==> config.mk <==
export PLATFORM = sky130hd
export DESIGN_NAME = fact_requester
export DESIGN_NICKNAME = d
export VERILOG_FILES = /design/src/rtl/fact_pkg.sv /design/src/rtl/fact_wdog.sv /design/src/rtl/fact_requester.sv
export SDC_FILE = /design/constraint.sdc
export NUM_CORES = 1
export LEC_CHECK = 0
export CORE_MARGIN = 4
export CORE_UTILIZATION = 40
export CTS_BUF_LIST = sky130_fd_sc_hd__clkbuf_8
export DETAILED_ROUTE_END_ITERATION = 7
export HOLD_SLACK_MARGIN = 0.12
export PLACE_DENSITY = 0.79
export SETUP_SLACK_MARGIN = 0.15
export SYNTH_ARGS = -nofsm -noshare
export SYNTH_HDL_FRONTEND = slang
export SYNTH_SLANG_ARGS = --single-unit
export TNS_END_PERCENT = 5
==> constraint.sdc <==
create_clock -name CLK -period 1.54 [get_ports CLK]
set_clock_uncertainty 0.15 [all_clocks]
set_input_delay 0.231 -clock CLK [delete_from_list [all_inputs] [get_ports CLK]]
set_output_delay 0.231 -clock CLK [all_outputs]
set_load 0.01 [all_outputs]
==> src/rtl/fact_pkg.sv <==
// rtl/fact_pkg.sv - shared widths and state encoding for the factorial requester
package fact_pkg;

  localparam logic [1:0] S_IDLE  = 2'd0;
  localparam logic [1:0] S_ISSUE = 2'd1;
  localparam logic [1:0] S_WAIT  = 2'd2;
  localparam logic [1:0] S_RESP  = 2'd3;

  localparam int FACT_N_W   = 4;
  localparam int FACT_NF_W  = 32;
  localparam int FACT_MAX_N = 12;

  typedef enum logic [1:0] {
    ST_IDLE  = S_IDLE,
    ST_ISSUE = S_ISSUE,
    ST_WAIT  = S_WAIT,
    ST_RESP  = S_RESP
  } req_state_e;

endpackage

==> src/rtl/fact_wdog.sv <==
// rtl/fact_wdog.sv - clear/enable saturating watchdog with expiry flag
module fact_wdog #(
  parameter int TIMEOUT_CYCLES = 64
) (
  input  logic i_clk,
  input  logic i_rst,
  input  logic i_clr,
  input  logic i_en,
  output logic o_expired
);

  localparam int CNT_W = $clog2(TIMEOUT_CYCLES + 1);
  localparam logic [CNT_W-1:0] CNT_MAX  = CNT_W'(TIMEOUT_CYCLES);
  localparam logic [CNT_W-1:0] CNT_LAST = CNT_W'(TIMEOUT_CYCLES - 1);

  logic [CNT_W-1:0] r_cnt;

  always_ff @(posedge i_clk or posedge i_rst) begin
    if (i_rst) begin
      r_cnt <= '0;
    end else if (i_clr) begin
      r_cnt <= '0;
    end else if (i_en && (r_cnt != CNT_MAX)) begin
      r_cnt <= r_cnt + CNT_W'(1);
    end
  end

  // Flags the enabled cycle whose increment makes the count reach TIMEOUT_CYCLES.
  assign o_expired = i_en && (r_cnt >= CNT_LAST);

endmodule

==> src/rtl/fact_requester.sv <==
// rtl/fact_requester.sv - issues one factorial request at a time and returns the result
module fact_requester
  import fact_pkg::*;
#(
  parameter int TIMEOUT_CYCLES = 64,
  parameter int N_W            = FACT_N_W,
  parameter int NF_W           = FACT_NF_W
) (
  input  logic            CLK,
  input  logic            RST,
  input  logic            req_valid,
  output logic            req_ready,
  input  logic [N_W-1:0]  req_n,
  output logic            fact_go,
  output logic [N_W-1:0]  fact_n,
  input  logic            fact_done,
  input  logic            fact_err,
  input  logic [NF_W-1:0] fact_nf,
  output logic            rsp_valid,
  input  logic            rsp_ready,
  output logic [N_W-1:0]  rsp_n,
  output logic [NF_W-1:0] rsp_data,
  output logic            rsp_err,
  output logic            rsp_timeout
);

  req_state_e      r_state;
  logic            r_go;
  logic [N_W-1:0]  r_n;
  logic            r_valid;
  logic [NF_W-1:0] r_data;
  logic            r_err;
  logic            r_timeout;

  logic w_wd_clr;
  logic w_wd_en;
  logic w_wd_expired;

  assign w_wd_clr = (r_state == ST_ISSUE);
  assign w_wd_en  = (r_state == ST_WAIT);

  fact_wdog #(
    .TIMEOUT_CYCLES(TIMEOUT_CYCLES)
  ) u_wdog (
    .i_clk    (CLK),
    .i_rst    (RST),
    .i_clr    (w_wd_clr),
    .i_en     (w_wd_en),
    .o_expired(w_wd_expired)
  );

  always_ff @(posedge CLK or posedge RST) begin
    if (RST) begin
      r_state   <= ST_IDLE;
      r_go      <= 1'b0;
      r_n       <= '0;
      r_valid   <= 1'b0;
      r_data    <= '0;
      r_err     <= 1'b0;
      r_timeout <= 1'b0;
    end else begin
      case (r_state)
        ST_IDLE: begin
          if (req_valid) begin
            r_n     <= req_n;
            r_go    <= 1'b1;
            r_state <= ST_ISSUE;
          end
        end
        // Done/Err may still be asserted from the previous run here, so they are not looked at.
        ST_ISSUE: begin
          r_go    <= 1'b0;
          r_state <= ST_WAIT;
        end
        ST_WAIT: begin
          if (fact_err) begin
            r_data    <= '0;
            r_err     <= 1'b1;
            r_timeout <= 1'b0;
            r_valid   <= 1'b1;
            r_state   <= ST_RESP;
          end else if (fact_done) begin
            r_data    <= fact_nf;
            r_err     <= 1'b0;
            r_timeout <= 1'b0;
            r_valid   <= 1'b1;
            r_state   <= ST_RESP;
          end else if (w_wd_expired) begin
            r_data    <= '0;
            r_err     <= 1'b1;
            r_timeout <= 1'b1;
            r_valid   <= 1'b1;
            r_state   <= ST_RESP;
          end
        end
        ST_RESP: begin
          if (rsp_ready) begin
            r_valid <= 1'b0;
            r_state <= ST_IDLE;
          end
        end
        default: r_state <= ST_IDLE;
      endcase
    end
  end

  assign req_ready   = (r_state == ST_IDLE) && !RST;
  assign fact_go     = r_go;
  assign fact_n      = r_n;
  assign rsp_valid   = r_valid;
  assign rsp_n       = r_n;
  assign rsp_data    = r_data;
  assign rsp_err     = r_err;
  assign rsp_timeout = r_timeout;

endmodule

==> flow_metrics.tcl, run 1 <==
set metrics [dict create \
    ant_nets 0 \
    synthAdderAreaFrac_pct 3.56 \
    hold_violations 0 \
    worstSkewPairLatency_ns 0.30 \
    grt_usage_pct 16.3 \
    antenna_found_initial 0 \
    setup_violations 39 \
    cts_buffers 5 \
    pwr-share-clk_pct 15.8 \
    ys_warn_count 0 \
    period_needed_ns 1.65 \
    cts.clk_slew.worst_paths_ns 0.09 \
    cellPowerDensity_nw_per_um2 1640 \
    grt_first_pass_wirelength_mm 8.27 \
    drv_slew 0 \
    synth_simple_gate_area_share_pct 9.13 \
    nets 326 \
    cts-root-buf "clkbuf_8" \
    portBuffers 86 \
    p_sw_mw 1.97 \
    first_pass_iters 4 \
    critPathCaptureType "flip-flop" \
    cts_sinks 49 \
    ys.flop_type "dfrtp_1" \
    leakage_nw 1.66 \
    cts_tree "done" \
    fillerInstances 393 \
    finalPower_mw 5.79 \
    hp-class "input pin to asynchronous set/reset pin" \
    synth_xor_area_share_pct 1.24 \
    post-place-ws_ns -0.281 \
    synth_top_family_by_area "compound AO/OA/AOI/OAI gates" \
    violations "negative setup slack" \
    netlist_area_um2 2110 \
    die_h_um 80.6 \
    required_ns 1.63 \
    synth-compound-area-share_pct 18.7 \
    place.gp.congestion 0.781 \
    drive_above_1_share_pct 29.4 \
    grt_overflow 0 \
    netlist_instances 164 \
    seq_area_frac_synth_pct 58.1 \
    start_util_pct 41.3 \
    design.core.area_um2 5110 \
    ios 87 \
    antenna_cells 0 \
    rsz0062_at_grt "true" \
    critical_path_arrival_ns 1.74 \
    synth_fp_nets 212 \
    async_flop_share_pct 100 \
    syn2layout_area_growth_pct 67.2 \
    synth-seq-cells 49 \
    fmax_mhz 606 \
    cap_viol_max_count 0 \
    synth_edf_count 0 \
    p_sw_share_pct 34.1 \
    clock_path_buffers 2 \
    synthMuxAreaShare_pct 3.62 \
    r2r_slack_ns -0.11 \
    final.setup.worst_slack_ns -0.111 \
    htreeDepth 2 \
    p_int_mw 3.82 \
    p_seq_share_pct 34.5 \
    die_area_um2 6500 \
    outcome "finished with violations" \
    maxSlewHeadroom_pct 79.1 \
    worstPathMaxFanout 33 \
    worst-setup-path-type "flip-flop to flip-flop" \
    synth_cell_types 35 \
    ir_drop_mv 0.923 \
    num_vias 1712 \
    dieWidth_um 80.6 \
    synth.avg_cell_area_um2 12.9 \
    comb_power_share_pct 49.8 \
    grt_max_degree 50 \
    reg2reg_depth 7 \
    first_iter_violations 72 \
    drc_errors 0 \
    rows 26 \
    wire_per_inst_um 15.1 \
    cp-start-kind "flip-flop" \
    dp.final_hpwl_mm 3.69 \
    regToRegStartpoint "r_state[0]" \
    r2r_end "rsp_data[21]" \
    wl_mm 5.29 \
    grt_pass1_vias 1708 \
    via_per_inst 4.91 \
    finalCritPeriodShare_pct 107 \
    tightestPinTransition_ns 0.312 \
]
timing repair:
item                                    CTS  global route
buffers inserted                          1             1
endpoints found under the setup margin   93            78
pin swaps                                 3            22
gates resized for setup                  65            49
hold buffers                              0             0
worst max-delay path: stages, from the launching register on:
cell,delay (ns)
dfrtp_1,0.40
inv_2,0.08
buf_6,0.10
ha_4,0.19
inv_4,0.06
nor3b_4,0.21
buf_12,0.21
a22o_1,0.18
registers in the layout (all words and copies together), names as in the netlist:
signal / flops
rsp_timeout: 1
rsp_valid: 1
r_state: 2
rsp_data: 32
fact_go: 1
fact_n: 4
u_wdog.r_cnt: 7
rsp_err: 1
cells by family after synthesis:
logic type,after synthesis
buffers and inverters,20
flip-flops,49
AND/OR/NAND/NOR,31
AO/OA/AOI/OAI,48
multiplexers,7
adder cells (fa/ha/maj),6
XOR/XNOR,3
cell type report:
class | instances | area (um^2) | share of cell area, %
Clock buffer | 5 | 68.8 | 1.95
Clock inverter | 3 | 43.8 | 1.24
Inverter | 8 | 32.5 | 0.922
Multi-Input combinational cell | 95 | 926 | 26.2
Sequential cell | 49 | 1230 | 34.8
Tap cell | 70 | 87.6 | 2.48
Timing Repair Buffer | 119 | 1140 | 32.3
layer usage:
layer,vias up,track usage [%],routed length (um)
li1,821,-,-
met1,824,22.9,2370
met2,62,25.0,2510
met3,5,4.15,378
met4,0,4.39,25
met5,-,0,0
worst max-delay path by stage:
stage                          from      endpoint  slack [ns]  cells past startpoint
floorplan           u_wdog.r_cnt[1]    r_state[1]       -0.04                      5
global placement           fact_err    r_state[1]       -0.22                      5
detailed placement         fact_err    r_state[1]       -0.28                      5
CTS                 u_wdog.r_cnt[0]    r_state[1]       -0.11                      5
global route        u_wdog.r_cnt[0]    r_state[1]       -0.18                      5
finish                   r_state[0]  rsp_data[21]       -0.11                      7
synthesized netlist by cell type, drive strengths merged (2+ instances only):
master  number  area, um^2
dfrtp       49        1230
a22o        32         280
buf         11        86.3
a21oi        8        40.0
inv          8        30.0
nand2        8        37.5
nor2         8        30.0
ha           6        75.1
mux2         5        56.3
o21ai        5        40.0
nand4        3        33.8
or3          3        18.8
mux2i        2        20.0
nand2b       2        20.0
nor2b        2        12.5
nor3         2        15.0
xor2         2        17.5
power groups by stage:
stage,Combinational (mW),Sequential (mW),Clock (mW)
3_3_place_gp,2.73,1.99,0
3_5_place_dp,2.79,2.00,0
5_1_grt,3.14,2.05,0.999
6_report,2.88,1.99,0.912
4_1_cts,2.70,1.97,0.943
2_1_floorplan,1.17,2.18,0
cell usage in the layout, fill, tap and decap left out, drive strengths merged, types with 3 or more instances in the layout:
master	instances
a21oi	8
a22o	32
buf	34
clkbuf	5
clkdlybuf4s15	29
clkdlybuf4s50	41
dfrtp	49
dlygate4sd2	15
ha	6
inv	9
mux2	5
nand2	8
nand4	3
nor2	8
o21ai	5
or3	3
metrics by stage:
step / hold WS [ns] / util, % / instances / area (um^2) / setup TNS (ns)
finish: 0.257 / 69.1 / 349 / 3530 / -3.30
global route: 0.293 / 69.1 / 349 / 3530 / -5.92
CTS: 0.274 / 66.7 / 348 / 3400 / -2.83
detailed placement: 0.334 / 64.0 / 339 / 3270 / -5.16
global placement: 0.332 / 64.0 / 339 / 3270 / -3.88
floorplan: 0.221 / - / 164 / 2160 / -1.53
Note: power is estimated with default switching activity, not from simulation.
==> run 2, diff against run 1 <==
--- a/config.mk
+++ b/config.mk
@@ -9,10 +9,12 @@
 export CORE_UTILIZATION = 40
 export CTS_BUF_LIST = sky130_fd_sc_hd__clkbuf_8
 export DETAILED_ROUTE_END_ITERATION = 7
+export GPL_TIMING_DRIVEN = 0
 export HOLD_SLACK_MARGIN = 0.12
 export PLACE_DENSITY = 0.79
 export SETUP_SLACK_MARGIN = 0.15
 export SYNTH_ARGS = -nofsm -noshare
 export SYNTH_HDL_FRONTEND = slang
+export SYNTH_HIERARCHICAL = 1
 export SYNTH_SLANG_ARGS = --single-unit
 export TNS_END_PERCENT = 5
==> run 2 against run 1 <==
Effect of this change:
- the run still ends with negative setup slack left
- non-clock buffer count up 4
- worst hold slack improved by 0.066 ns
- maximum frequency decreased by 14%
- final cell count is 2.6% higher
- power increased by 8.4%
- critical path type unchanged
- clock-buffer cell count unchanged
- die area rose by 1.6%
- clock power shrank 17%
- sequential share of layout area fell by 0.41 points
- largest cell class unchanged
- global-route usage increased by 1.0 points
- first-iteration DRC count is 32% higher
- synthesized cell count up 3.0%
==> flow_metrics.tcl, run 2 <==
set metrics [dict create \
    final_cells 358 \
    cts-root-buf "clkbuf_8" \
    finalPower_mw 6.28 \
    wire_per_inst_um 17.1 \
    cap_viol_max_count 0 \
    period_needed_ns 1.92 \
    start_util_pct 41.5 \
    portBuffers 86 \
    synth_area_leader_cell "dfrtp_1" \
    fillerInstances 382 \
    dpl.cell_count 325 \
    worstSkewPairLatency_ns 0.30 \
    synth_cell_types 37 \
    rows 26 \
    place.gp.congestion 0.779 \
    post-place-ws_ns -0.490 \
    grt_max_degree 43 \
    violations "negative setup slack" \
    antenna_cells 0 \
    maxSlewHeadroom_pct 42.4 \
    cellPowerDensity_nw_per_um2 1750 \
    largest_reg_flops 32 \
    syn2layout_area_growth_pct 66.6 \
    seq_area_frac_synth_pct 57.1 \
    ir_drop_mv 0.974 \
    drive_above_1_share_pct 28.8 \
    placed_area_um2 3140 \
    first_pass_iters 4 \
    cts_sinks 49 \
    num_vias 1806 \
    grt_overflow 0 \
    hp-class "input pin to asynchronous set/reset pin" \
    die_area_um2 6610 \
    ys.flop_type "dfrtp_1" \
    finalSetupTns_ns -12.89 \
    finalCritPeriodShare_pct 125 \
    netlist_instances 169 \
    drc_errors 0 \
    synth-seq-cells 49 \
    cts.clk_slew.worst_paths_ns 0.09 \
    critical_path_arrival_ns 1.97 \
    final_common_cell "dfrtp_1" \
    ios 87 \
    tightestPinTransition_ns 0.863 \
    cpLargestDelayFamily "flip-flops" \
    async_flop_share_pct 100 \
    htreeDepth 2 \
    ys_warn_count 6 \
    grt_pass1_vias 1721 \
    hold_violations 0 \
    synth.avg_cell_area_um2 12.7 \
    postLayoutCellArea_um2 3580 \
    synth_area_leaders "dfrtp_1 57%, a22o_1 13%, ha_1 4.1%" \
    worstPathMaxFanout 3 \
    nets 336 \
    synth_commonest_cells "49 x dfrtp_1, 32 x a22o_1, 9 x inv_1, 8 x a21oi_1" \
    dp.final_hpwl_mm 4.03 \
    wl_mm 6.12 \
    grt_usage_pct 17.3 \
    critical_path.cell_chain "buf_6, ha_4, buf_8, o21a_4, nor4b_4, a211oi_2, mux2_4" \
    cp_slowest_cell "dfrtp_1" \
    grt_first_pass_wirelength_mm 8.76 \
    cp-start-kind "flip-flop" \
    cts_tree "done" \
    outcome "finished with violations" \
    via_per_inst 5.04 \
    ant_nets 0 \
    final_util_pct 69.2 \
    cp.buffers_inverters 2 \
    first_iter_violations 95 \
    netlist_area_um2 2150 \
    hold_slack_ns 0.323 \
    final.setup.worst_slack_ns -0.379 \
    drv_slew 0 \
    synth_edf_count 0 \
    required_ns 1.59 \
    dieWidth_um 81.3 \
    fmax_mhz 521 \
    cts_buffers 5 \
    antenna_found_initial 0 \
    die_h_um 81.3 \
    worst-setup-path-type "flip-flop to flip-flop" \
    yosys.area.top_type_share_pct 57.1 \
    max_stage_delay_ns 0.44 \
    critPathCaptureType "flip-flop" \
    synth_fp_nets 218 \
    setup_violations 46 \
    design.core.area_um2 5170 \
    leakage_nw 1.65 \
    rsz0062_at_grt "true" \
    most-common-layout-cells "44 x dfrtp_1, 41 x clkdlybuf4s50_1, 32 x a22o_1" \
    yosysMostFrequentCell "dfrtp_1" \
    clock_path_buffers 2 \
]
[run 2: per-layer routing]
layer | vias up | wire length (um) | track usage (%)
li1 | 855 | - | -
met1 | 877 | 2350 | 22.4
met2 | 67 | 3290 | 28.7
met3 | 7 | 382 | 4.10
met4 | 0 | 91 | 5.41
met5 | - | 0 | 0
[run 2: logic make-up after synthesis]
group                    count (synthesis)  share of synthesized area [%]
multiplexers                             5                           2.80
buffers and inverters                   21                           5.59
XOR/XNOR                                 2                          0.816
AND/OR/NAND/NOR                         32                           9.73
flip-flops                              49                           57.1
AO/OA/AOI/OAI                           53                           19.9
adder cells (fa/ha/maj)                  7                           4.08
[run 2: power breakdown]
part	internal [mW]	switching, mW
Combinational	2.00	1.42
Sequential	1.77	0.329
Clock	0.318	0.440
Total	4.08	2.19
[run 2: path summary, 6_finish.rpt]
| kind | startpoint | end | slack (ns) | depth (start not counted) |
|---|---|---|---|---|
| worst min register to register | rsp_data[23] | rsp_data[23] | 0.36 | 1 |
| worst max register to register | r_state[1] | r_state[1] | -0.38 | 7 |
| worst min-delay path | RST | fact_n[0] | 0.32 | 2 |
| worst max-delay path | r_state[1] | r_state[1] | -0.38 | 7 |
| min in group CLK | rsp_data[23] | rsp_data[23] | 0.36 | 1 |
| max in group asynchronous | RST | r_state[0] | 0.33 | 2 |
[run 2: cell type report]
| class | count | area (um^2) | share of cell area, % |
|---|---|---|---|
| sequential | 49 | 1230 | 34.4 |
| timing repair buffer | 111 | 1100 | 30.7 |
| multi-input combinational | 99 | 908 | 25.4 |
| buffer | 12 | 124 | 3.46 |
| tap | 70 | 87.6 | 2.45 |
| clock buffer | 5 | 68.8 | 1.92 |
| inverter | 9 | 40.0 | 1.12 |
| clock inverter | 3 | 17.5 | 0.490 |
[run 2: timing repair]
| action | CTS | global route |
|---|---|---|
| setup endpoints to repair | 94 | 77 |
| cloned | 2 | 0 |
| hold buffers | 1 | 0 |
| buffers inserted | 10 | 12 |
| pin swaps | 32 | 11 |
| endpoints found under the hold margin | 7 | 0 |
| resized for setup | 78 | 48 |
==> run 3, diff against run 2 <==
--- a/config.mk
+++ b/config.mk
@@ -5,6 +5,7 @@
 export SDC_FILE = /design/constraint.sdc
 export NUM_CORES = 1
 export LEC_CHECK = 0
+export CORE_ASPECT_RATIO = 0.75
 export CORE_MARGIN = 4
 export CORE_UTILIZATION = 40
 export CTS_BUF_LIST = sky130_fd_sc_hd__clkbuf_8
==> run 3 against run 2 <==
Effect of this change:
- the flow still finishes with violations (negative setup slack)
- die area rose by 0.18%
- power fell by 3.8%
- final cell count fell by 3.6%
- maximum frequency barely moved
- setup slack got worse by 0.0011 ns
- first-iteration DRC count fell by 29%
- sequential power barely moved
- critical path type unchanged
- critical endpoint unchanged
- highest routed layer unchanged
==> flow_metrics.tcl, run 3 (synthesis results as in run 2) <==
set metrics [dict create \
    outcome "finished with violations" \
    violations "negative setup slack" \
    finalCritPeriodShare_pct 125 \
    cts_buffers 5 \
    cap_viol_max_count 0 \
    maxSlewHeadroom_pct 42.5 \
    p_int_mw 4.05 \
    cts_tree "done" \
    reg2reg_depth 7 \
    required_ns 1.57 \
    cts-root-buf "clkbuf_8" \
    drc_errors 0 \
    grt_usage_pct 16.4 \
    leakage_nw 1.58 \
    drv_slew 0 \
    cp-start-kind "flip-flop" \
    tightestPinTransition_ns 0.863 \
    grt_overflow 0 \
    cellPowerDensity_nw_per_um2 1780 \
    final.setup.worst_slack_ns -0.380 \
    worst-setup-path-type "flip-flop to flip-flop" \
    ir_drop_mv 1.04 \
    most-common-layout-cells "47 x dfrtp_1, 41 x clkdlybuf4s50_1, 32 x a22o_1" \
    period_needed_ns 1.92 \
    largest_reg_flops 32 \
    wl_mm 5.23 \
    cts_sinks 49 \
    antenna_cells 0 \
    setup_violations 41 \
    worstSkewPairLatency_ns 0.29 \
    critical_path_arrival_ns 1.95 \
    drive_above_1_share_pct 22.7 \
    grt_max_degree 43 \
    critPathCaptureType "flip-flop" \
    nets 321 \
    die_area_um2 6620 \
    num_vias 1720 \
    antenna_found_initial 0 \
    dieWidth_um 92.6 \
    htreeDepth 2 \
    ant_nets 0 \
    wire_per_inst_um 15.2 \
    grt_first_pass_wirelength_mm 8.76 \
    die_h_um 71.5 \
    rsz0062_at_grt "true" \
    final_util_pct 67.5 \
    fmax_mhz 521 \
    via_per_inst 4.99 \
    ios 87 \
    p_seq_share_pct 34.6 \
    worstPathMaxFanout 5 \
    hold_slack_ns 0.312 \
    comb_power_share_pct 48.1 \
    portBuffers 86 \
    r2r_slack_ns -0.38 \
    finalSetupTns_ns -11.79 \
    final_common_cell "dfrtp_1" \
    cts.clk_slew.worst_paths_ns 0.09 \
    hp-class "input pin to asynchronous set/reset pin" \
    p_sw_share_pct 32.8 \
    clock_path_buffers 2 \
    grt_pass1_vias 1911 \
    first_pass_iters 4 \
    rows 22 \
    p_sw_mw 1.98 \
    syn2layout_area_growth_pct 58.2 \
    pwr-share-clk_pct 17.3 \
    place.gp.congestion 0.808 \
    design.core.area_um2 5040 \
    first_iter_violations 67 \
    start_util_pct 42.6 \
    dp.final_hpwl_mm 3.77 \
    hold_violations 0 \
]
run 3: repair_timing:
action                     in CTS  in global routing
setup buffers                   8                  1
pin swaps                       8                  6
hold endpoints to repair        7                  0
gates resized for setup        62                 27
hold buffers                    1                  0
setup endpoints to repair      94                 79
run 3: area by class of cell:
class                           count  area (um^2)
Buffer                             12          120
Multi-Input combinational cell     99          882
Fill cell                         399         1640
Sequential cell                    49         1230
Clock buffer                        5         68.8
Clock inverter                      3         65.1
Inverter                            9         33.8
Tap cell                           72         90.1
Timing Repair Buffer               96          910
run 3: final timing paths:
kind	end	startpoint
worst max-delay path	r_state[1]	u_wdog/r_cnt[0]
worst min-delay path	rsp_valid	RST
worst max register to register	r_state[1]	u_wdog/r_cnt[0]
worst min register to register	rsp_data[18]	rsp_data[18]
max in group asynchronous	u_wdog/r_cnt[0]	RST
min in group CLK	rsp_data[18]	rsp_data[18]
run 3: power groups by stage:
stage / logic, mW / clock network (mW) / registers [mW]
floorplan: 1.28 / 0 / 2.28
global placement: 2.74 / 0 / 2.11
detailed placement: 2.79 / 0 / 2.12
CTS: 2.76 / 1.08 / 2.08
global route: 3.16 / 1.13 / 2.16
finish: 2.90 / 1.05 / 2.09
run 3: per-stage QoR:
step                power, mW  std cells  worst slack [ns]  cell area [um^2]
CTS                      5.92        344            -0.360              3330
global route             6.45        345            -0.447              3400
finish                   6.04        345            -0.380              3400
floorplan                3.56        169            -0.291              2190
detailed placement       4.91        327            -0.502              3140
global placement         4.85        327            -0.762              3140
run 3: worst max-delay path: stages, from the launching register on:
cell      delay [ns]
dfrtp_2         0.44
buf_4           0.16
a21oi_2         0.11
nor2_1          0.06
o21a_4          0.22
nor4b_4         0.27
a211oi_2        0.10
mux2_4          0.30
run 3: per-layer routing:
metal  vias up  wire length, um  part of all wire (%)  GRT usage (%)
met5         -                0                     0              0
met1       831             2420                    46           21.3
li1        823                -                     -              -
met3         4              339                   6.5           4.51
met4         0               56                   1.1           4.88
met2        62             2410                    46           27.2
